--- config.mk ---
export PLATFORM = sky130hd
export DESIGN_NAME = pemstat_counters
export DESIGN_NICKNAME = d
export VERILOG_FILES = /design/src/rtl/pemstat_counters.sv
export SDC_FILE = /design/constraint.sdc
export NUM_CORES = 2
export LEC_CHECK = 0
export ABC_CLOCK_PERIOD_IN_PS = 2600
export BUFFER_PORTS_ARGS = -buffer_cell sky130_fd_sc_hd__buf_2
export CAP_MARGIN = 20
export CORE_MARGIN = 3
export CORE_UTILIZATION = 40
export CTS_BUF_LIST = sky130_fd_sc_hd__clkbuf_8
export DETAILED_ROUTE_END_ITERATION = 8
export GPL_TIMING_DRIVEN = 0
export SLEW_MARGIN = 0
export SYNTH_ARGS = -nofsm -noshare
export SYNTH_HDL_FRONTEND = slang
export SYNTH_SLANG_ARGS = --single-unit
export TNS_END_PERCENT = 5
--- constraint.sdc ---
create_clock -name CORETSE_AHBo1Oi -period 2.6 [get_ports CORETSE_AHBo1Oi]
set_input_delay 0.39 -clock CORETSE_AHBo1Oi [delete_from_list [all_inputs] [get_ports CORETSE_AHBo1Oi]]
set_output_delay 0.39 -clock CORETSE_AHBo1Oi [all_outputs]
set_load 0.1 [all_outputs]
--- src/rtl/pemstat_counters.sv ---
// Statistics counter bank: 44 event counters plus RX/TX byte counters with
// sticky wrap-carry flags, a masked interrupt and a small host register port.
module pemstat_counters #(
    parameter int CNT_W     = 18,
    parameter int BYTE_W    = 32,
    parameter int CLR_ON_RD = 0
) (
    input  logic        CORETSE_AHBo1Oi,
    input  logic        CORETSE_AHBi1Oi,
    input  logic [43:0] stat_inc_i,
    input  logic [15:0] stat_len_i,
    input  logic        clr_all_i,
    input  logic [5:0]  host_addr_i,
    input  logic        host_rd_i,
    input  logic        host_wr_i,
    input  logic [31:0] host_wdata_i,
    output logic [31:0] host_rdata_o,
    output logic        host_ack_o,
    output logic        stat_irq_o
);

    localparam int   NCNT = 44;
    localparam logic COR  = (CLR_ON_RD != 0);

    logic [CNT_W-1:0]  r_cnt [NCNT];
    logic [BYTE_W-1:0] r_rx_bytes;
    logic [BYTE_W-1:0] r_tx_bytes;
    logic [45:0]       r_carry;
    logic [45:0]       r_mask;
    logic [31:0]       r_rdata;
    logic              r_ack;
    logic              r_irq;

    logic [CNT_W-1:0]  w_cnt_nxt [NCNT];
    logic [43:0]       w_cnt_set;
    logic [1:0]        w_byte_set;
    logic [45:0]       w_carry_clr;
    logic [45:0]       w_carry_nxt;
    logic [45:0]       w_mask_nxt;
    logic [BYTE_W-1:0] w_rx_nxt;
    logic [BYTE_W-1:0] w_tx_nxt;
    logic [BYTE_W:0]   w_rx_sum;
    logic [BYTE_W:0]   w_tx_sum;
    logic [BYTE_W-1:0] w_len;
    logic [31:0]       w_rd_data;
    logic              w_wr;
    logic              w_rx_add;
    logic              w_tx_add;
    logic              w_cor_rx;
    logic              w_cor_tx;

    // A simultaneous read wins; the write is dropped.
    assign w_wr     = host_wr_i & ~host_rd_i;
    // When RX and TX frame bits coincide the length belongs to TX only.
    assign w_tx_add = stat_inc_i[24];
    assign w_rx_add = stat_inc_i[7] & ~stat_inc_i[24];
    assign w_len    = BYTE_W'(stat_len_i);
    assign w_rx_sum = {1'b0, r_rx_bytes} + {1'b0, w_len};
    assign w_tx_sum = {1'b0, r_tx_bytes} + {1'b0, w_len};
    assign w_cor_rx = COR & host_rd_i & (host_addr_i == 6'd44);
    assign w_cor_tx = COR & host_rd_i & (host_addr_i == 6'd45);

    // Host read mux over the pre-update register values.
    always_comb begin
        w_rd_data = 32'd0;
        if (host_addr_i < 6'd44) begin
            w_rd_data[CNT_W-1:0] = r_cnt[host_addr_i];
        end else begin
            case (host_addr_i)
                6'd44:   w_rd_data[BYTE_W-1:0] = r_rx_bytes;
                6'd45:   w_rd_data[BYTE_W-1:0] = r_tx_bytes;
                6'd46:   w_rd_data = r_carry[31:0];
                6'd47:   w_rd_data[13:0] = r_carry[45:32];
                6'd48:   w_rd_data = r_mask[31:0];
                6'd49:   w_rd_data[13:0] = r_mask[45:32];
                default: w_rd_data = 32'd0;
            endcase
        end
    end

    // Event counter next state; a clear-on-read keeps a same-cycle increment.
    always_comb begin
        w_cnt_set = 44'd0;
        for (int n = 0; n < NCNT; n++) begin
            w_cnt_nxt[n] = r_cnt[n];
            if (COR && host_rd_i && (host_addr_i == 6'(n))) begin
                w_cnt_nxt[n] = stat_inc_i[n] ? CNT_W'(1'b1) : {CNT_W{1'b0}};
            end else if (stat_inc_i[n]) begin
                w_cnt_nxt[n] = r_cnt[n] + CNT_W'(1'b1);
                w_cnt_set[n] = (r_cnt[n] == {CNT_W{1'b1}});
            end else begin
                w_cnt_nxt[n] = r_cnt[n];
            end
        end
    end

    // Byte counter next state and wrap detection.
    always_comb begin
        w_byte_set = 2'b00;
        w_rx_nxt   = r_rx_bytes;
        w_tx_nxt   = r_tx_bytes;
        if (w_cor_rx) begin
            w_rx_nxt = w_rx_add ? w_len : {BYTE_W{1'b0}};
        end else if (w_rx_add) begin
            w_rx_nxt      = w_rx_sum[BYTE_W-1:0];
            w_byte_set[0] = w_rx_sum[BYTE_W];
        end else begin
            w_rx_nxt = r_rx_bytes;
        end
        if (w_cor_tx) begin
            w_tx_nxt = w_tx_add ? w_len : {BYTE_W{1'b0}};
        end else if (w_tx_add) begin
            w_tx_nxt      = w_tx_sum[BYTE_W-1:0];
            w_byte_set[1] = w_tx_sum[BYTE_W];
        end else begin
            w_tx_nxt = r_tx_bytes;
        end
    end

    // Host writes: W1C on carries, mask load; new carry sets override the clear.
    always_comb begin
        w_carry_clr = 46'd0;
        w_mask_nxt  = r_mask;
        if (w_wr) begin
            case (host_addr_i)
                6'd46:   w_carry_clr[31:0]  = host_wdata_i;
                6'd47:   w_carry_clr[45:32] = host_wdata_i[13:0];
                6'd48:   w_mask_nxt[31:0]   = host_wdata_i;
                6'd49:   w_mask_nxt[45:32]  = host_wdata_i[13:0];
                default: w_carry_clr = 46'd0;
            endcase
        end else begin
            w_carry_clr = 46'd0;
        end
        w_carry_nxt = (r_carry & ~w_carry_clr) | {w_byte_set, w_cnt_set};
    end

    // State registers; clr_all_i dominates every counter/carry update.
    always_ff @(posedge CORETSE_AHBo1Oi) begin
        if (CORETSE_AHBi1Oi) begin
            for (int n = 0; n < NCNT; n++) begin
                r_cnt[n] <= {CNT_W{1'b0}};
            end
            r_rx_bytes <= {BYTE_W{1'b0}};
            r_tx_bytes <= {BYTE_W{1'b0}};
            r_carry    <= 46'd0;
            r_mask     <= {46{1'b1}};
            r_rdata    <= 32'd0;
            r_ack      <= 1'b0;
            r_irq      <= 1'b0;
        end else begin
            r_ack <= host_rd_i | host_wr_i;
            if (host_rd_i) begin
                r_rdata <= w_rd_data;
            end
            r_irq  <= |(r_carry & ~r_mask);
            r_mask <= w_mask_nxt;
            if (clr_all_i) begin
                for (int n = 0; n < NCNT; n++) begin
                    r_cnt[n] <= {CNT_W{1'b0}};
                end
                r_rx_bytes <= {BYTE_W{1'b0}};
                r_tx_bytes <= {BYTE_W{1'b0}};
                r_carry    <= 46'd0;
            end else begin
                for (int n = 0; n < NCNT; n++) begin
                    r_cnt[n] <= w_cnt_nxt[n];
                end
                r_rx_bytes <= w_rx_nxt;
                r_tx_bytes <= w_tx_nxt;
                r_carry    <= w_carry_nxt;
            end
        end
    end

    assign host_rdata_o = r_rdata;
    assign host_ack_o   = r_ack;
    assign stat_irq_o   = r_irq;

endmodule

==> flow_summary.yaml <==
run_status:
  outcome: "complete, but fails checks"
  violations_in_the_final_reports: "design-rule violations, negative setup slack"
synthesis:
  synthesis.area_um2: 56200
  synthesis.instances: 5332
  synth.net_count: 5513
  postSynthRegisterBits: 982
  synth_enable_flop_cells: 792
  synth.lib_cells_used.distinct: 72
  yosysWarningCount: 0
  syn_area_per_cell_um2: 10.5
  synth-async-reset-ratio_pct: 0
  synth_ff_type: "sky130_fd_sc_hd__edfxtp_1"
  synth-seq-area-share_pct: 49.1
hold_path:
  hold_path.class: "in2reg"
  hold_path.startpoint: "stat_len_i[4]"
  hold_depth: 5
  min_to: "r_rx_bytes[4]$_SDFFE_PN0P_"
layout:
  layout_area_growth_over_synthesis_pct: 13.6
  drive_above_1_share_pct: 12.5
  multi_input_comb_area_um2: 27300
  post-route-util_pct: 46.1
  final_nets: 5928
  layout.cells.most_common_list: "820 x sky130_fd_sc_hd__nor2_1, 792 x sky130_fd_sc_hd__edfxtp_1, 532 x sky130_fd_sc_hd__nand2_1"
  sequential_cell_area_um2: 27600
  final.fill_count: 13200
  layout_commonest_cell: "sky130_fd_sc_hd__nor2_1"
timing:
  setup_ws_ns: -0.208
  final.period_utilization_pct: 108
  finalClockSkew_ns: 0.0562
  setup_viol_count_final: 27
  timing.final.crit_period_ns: 2.81
  number_of_failing_hold_endpoints_at_the_final_stage: 0
  slew_headroom_pct: 12.2
  slew_viol_final: 0
  tightest_slew_ns: 1.32
  totalNegativeSetupSlack_ns: -2.87
  setup_repair_after_global_routing_missed_its_margin: "true"
  maxClockFrequency_mhz: 356
worst_setup_path:
  critPathCaptureType: "flop"
  cp.required_ns: 3.44
  timing.critical_path.fanout_max: 10
  ff2ff_path_depth: 12
  timing.setup.critical_path_class: "in2reg"
  rr_endpoint: "r_rx_bytes[30]$_SDFFE_PN0P_"
  critPathLaunch: "host_addr_i[2]"
  crit-reg2reg-launch: "r_rx_bytes[0]$_SDFFE_PN0P_"
  cp_data_arrival_time_ns: 3.65
  setup.reg_to_reg.worst_slack_ns: -0.16
  category_of_the_worst_setup_path_launch_point: "primary input"
routing:
  route.detailed.vias_per_inst: 6.16
  firstDrtPassIters: 9
  drcViolationCount: 5
  dr_total_vias: 47700
  route.detailed.wl_per_inst_um: 29.6
  detail-route-antenna-nets: 0
  aggregate_routed_wire_length_um: 229000
  drt_iter0_markers: 6851
job:
  drv.max_cap_violation_count: 0
placement:
  gp_congestion: 1.03
  io_buffers: 133
  pre_cts_ws_ns: -1.66
  place.detailed.hpwl_um: 173000
clock_network:
  cts_buffers: 176
  h-tree-depth: 4
  insertion_delay_ns: 0.96
  cts-root-to-sink-buffers: 3
  clockRootBuffer: "sky130_fd_sc_hd__clkbuf_8"
  clk_pin_slew_worst_paths_ns: 0.06
  cts.sink_count: 982
  tritoncts: "yes"
grt:
  grt_start_max_net_pins: 19
  vias_in_the_first_global_route: 43900
  grt_usage_pct: 30.7
  grt_overflow_total: 0
  antenna_violations_before_repair: 14
  global_route_wire_length_before_repair_um: 321000
power_and_ir_drop:
  powerDensity_nw_per_um2: 581
  vdd.ir_drop.worst_v: 0.000549
  leakage_nw: 22.8
  post-layout-total-power_mw: 37.1
die:
  initial_utilization_pct: 40.5
  die_w_um: 381
  chipHeight_um: 381
  ioPinCount: 137
  full_die_area_um2: 145000
  core_um2: 139000
  std_cell_rows: 136
registers in the layout, indices dropped and copies added (netlist names):
name,cells
stat_irq_o,1
host_ack_o,1
r_rx_bytes,32
r_carry,46
r_cnt,792
r_mask,46
host_rdata_o,32
r_tx_bytes,32
synthesized netlist by cell type (all sizes together) (76+ instances only):
master / instances / share of area (%)
nand4: 165 / 1.8
nor2: 824 / 5.5
a21oi: 184 / 1.6
xor2: 455 / 7.1
or3: 179 / 2.0
dfxtp: 190 / 6.8
clkbuf: 193 / 1.3
edfxtp: 792 / 42
inv: 94 / 0.63
o21ai: 167 / 1.5
nand2: 532 / 3.6
buf: 79 / 0.82
mux4: 215 / 8.6
nand3: 324 / 2.9
and2: 97 / 1.1
ha: 76 / 1.7
xnor2: 178 / 2.8
and3: 162 / 1.8
layer usage:
layer	GRT usage [%]	vias up	part of all wire, %
met1	41.7	23700	39
met3	8.33	600	12
li1	-	20400	-
met5	0	-	0.019
met2	44.5	3003	42
met4	17.2	6	6.6
how the worst max path moves through the flow:
stage / end / slack, ns / depth (start not counted)
4_1_cts: r_rx_bytes[30]$_SDFFE_PN0P_ / -0.12 / 12
5_1_grt: r_rx_bytes[30]$_SDFFE_PN0P_ / -0.25 / 12
3_3_place_gp: r_cnt[32][12]$_SDFFCE_PN0P_ / -2.32 / 7
2_1_floorplan: r_rx_bytes[26]$_SDFFE_PN0P_ / 0.04 / 12
3_5_place_dp: host_rdata_o[10]$_SDFFE_PP0P_ / -1.66 / 10
6_report: host_rdata_o[1]$_SDFFE_PP0P_ / -0.21 / 8
metrics by stage:
stage	area, um^2	std cells	hold WS [ns]
5_1_grt	63800	7745	0.0350
6_report	63800	7750	0.0827
2_1_floorplan	56200	5332	0.445
3_3_place_gp	59200	7328	0.462
4_1_cts	63600	7742	0.000743
3_5_place_dp	59400	7340	0.467
logic make-up (layout without fill, tap and decap cells):
kind of cell	after synthesis	in the layout	share of synthesized area, %
AO/OA/AOI/OAI	608	608	6.86
buffers and inverters	367	915	2.74
adder cells (fa/ha/maj)	78	78	1.76
AND/OR/NAND/NOR	2401	2401	20.1
XOR/XNOR	633	633	9.87
other	0	7	0
flip-flops	982	982	49.1
multiplexers	263	263	9.51
cell type report:
type                       instances  share of cell area (%)
multi-input combinational       3983                    42.8
sequential                       982                    43.2
tap                             1863                    3.65
antenna                            7                  0.0274
clock buffer                     189                    4.08
clock inverter                   122                   0.908
buffer                           272                    2.03
inverter                          95                   0.561
timing repair buffer             237                    2.75
power breakdown:
group          total, mW  internal (mW)  switching (mW)  leakage (nW)
logic               4.28           1.46            2.82          10.2
clock network       14.0           6.86            7.10          1.92
registers           18.8           17.8            1.05          10.7
total               37.1           26.1            11.0          22.8
worst max-delay path, cell delays in order:
cell and delay, ns:
sky130_fd_sc_hd__buf_2 0.20, sky130_fd_sc_hd__buf_6 0.35, sky130_fd_sc_hd__buf_2 0.56, sky130_fd_sc_hd__buf_2 0.73, sky130_fd_sc_hd__mux4_2 0.42, sky130_fd_sc_hd__o21ai_0 0.49
sky130_fd_sc_hd__o211ai_1 0.18, sky130_fd_sc_hd__a32o_1 0.28
repair_timing:
action,CTS,global route
pin swaps,14,17
buffers inserted,6,1
hold endpoints to repair,111,0
setup endpoints to repair,196,48
resized for setup,64,36
hold buffers,85,0
Note: power is estimated with default switching activity, not from simulation.
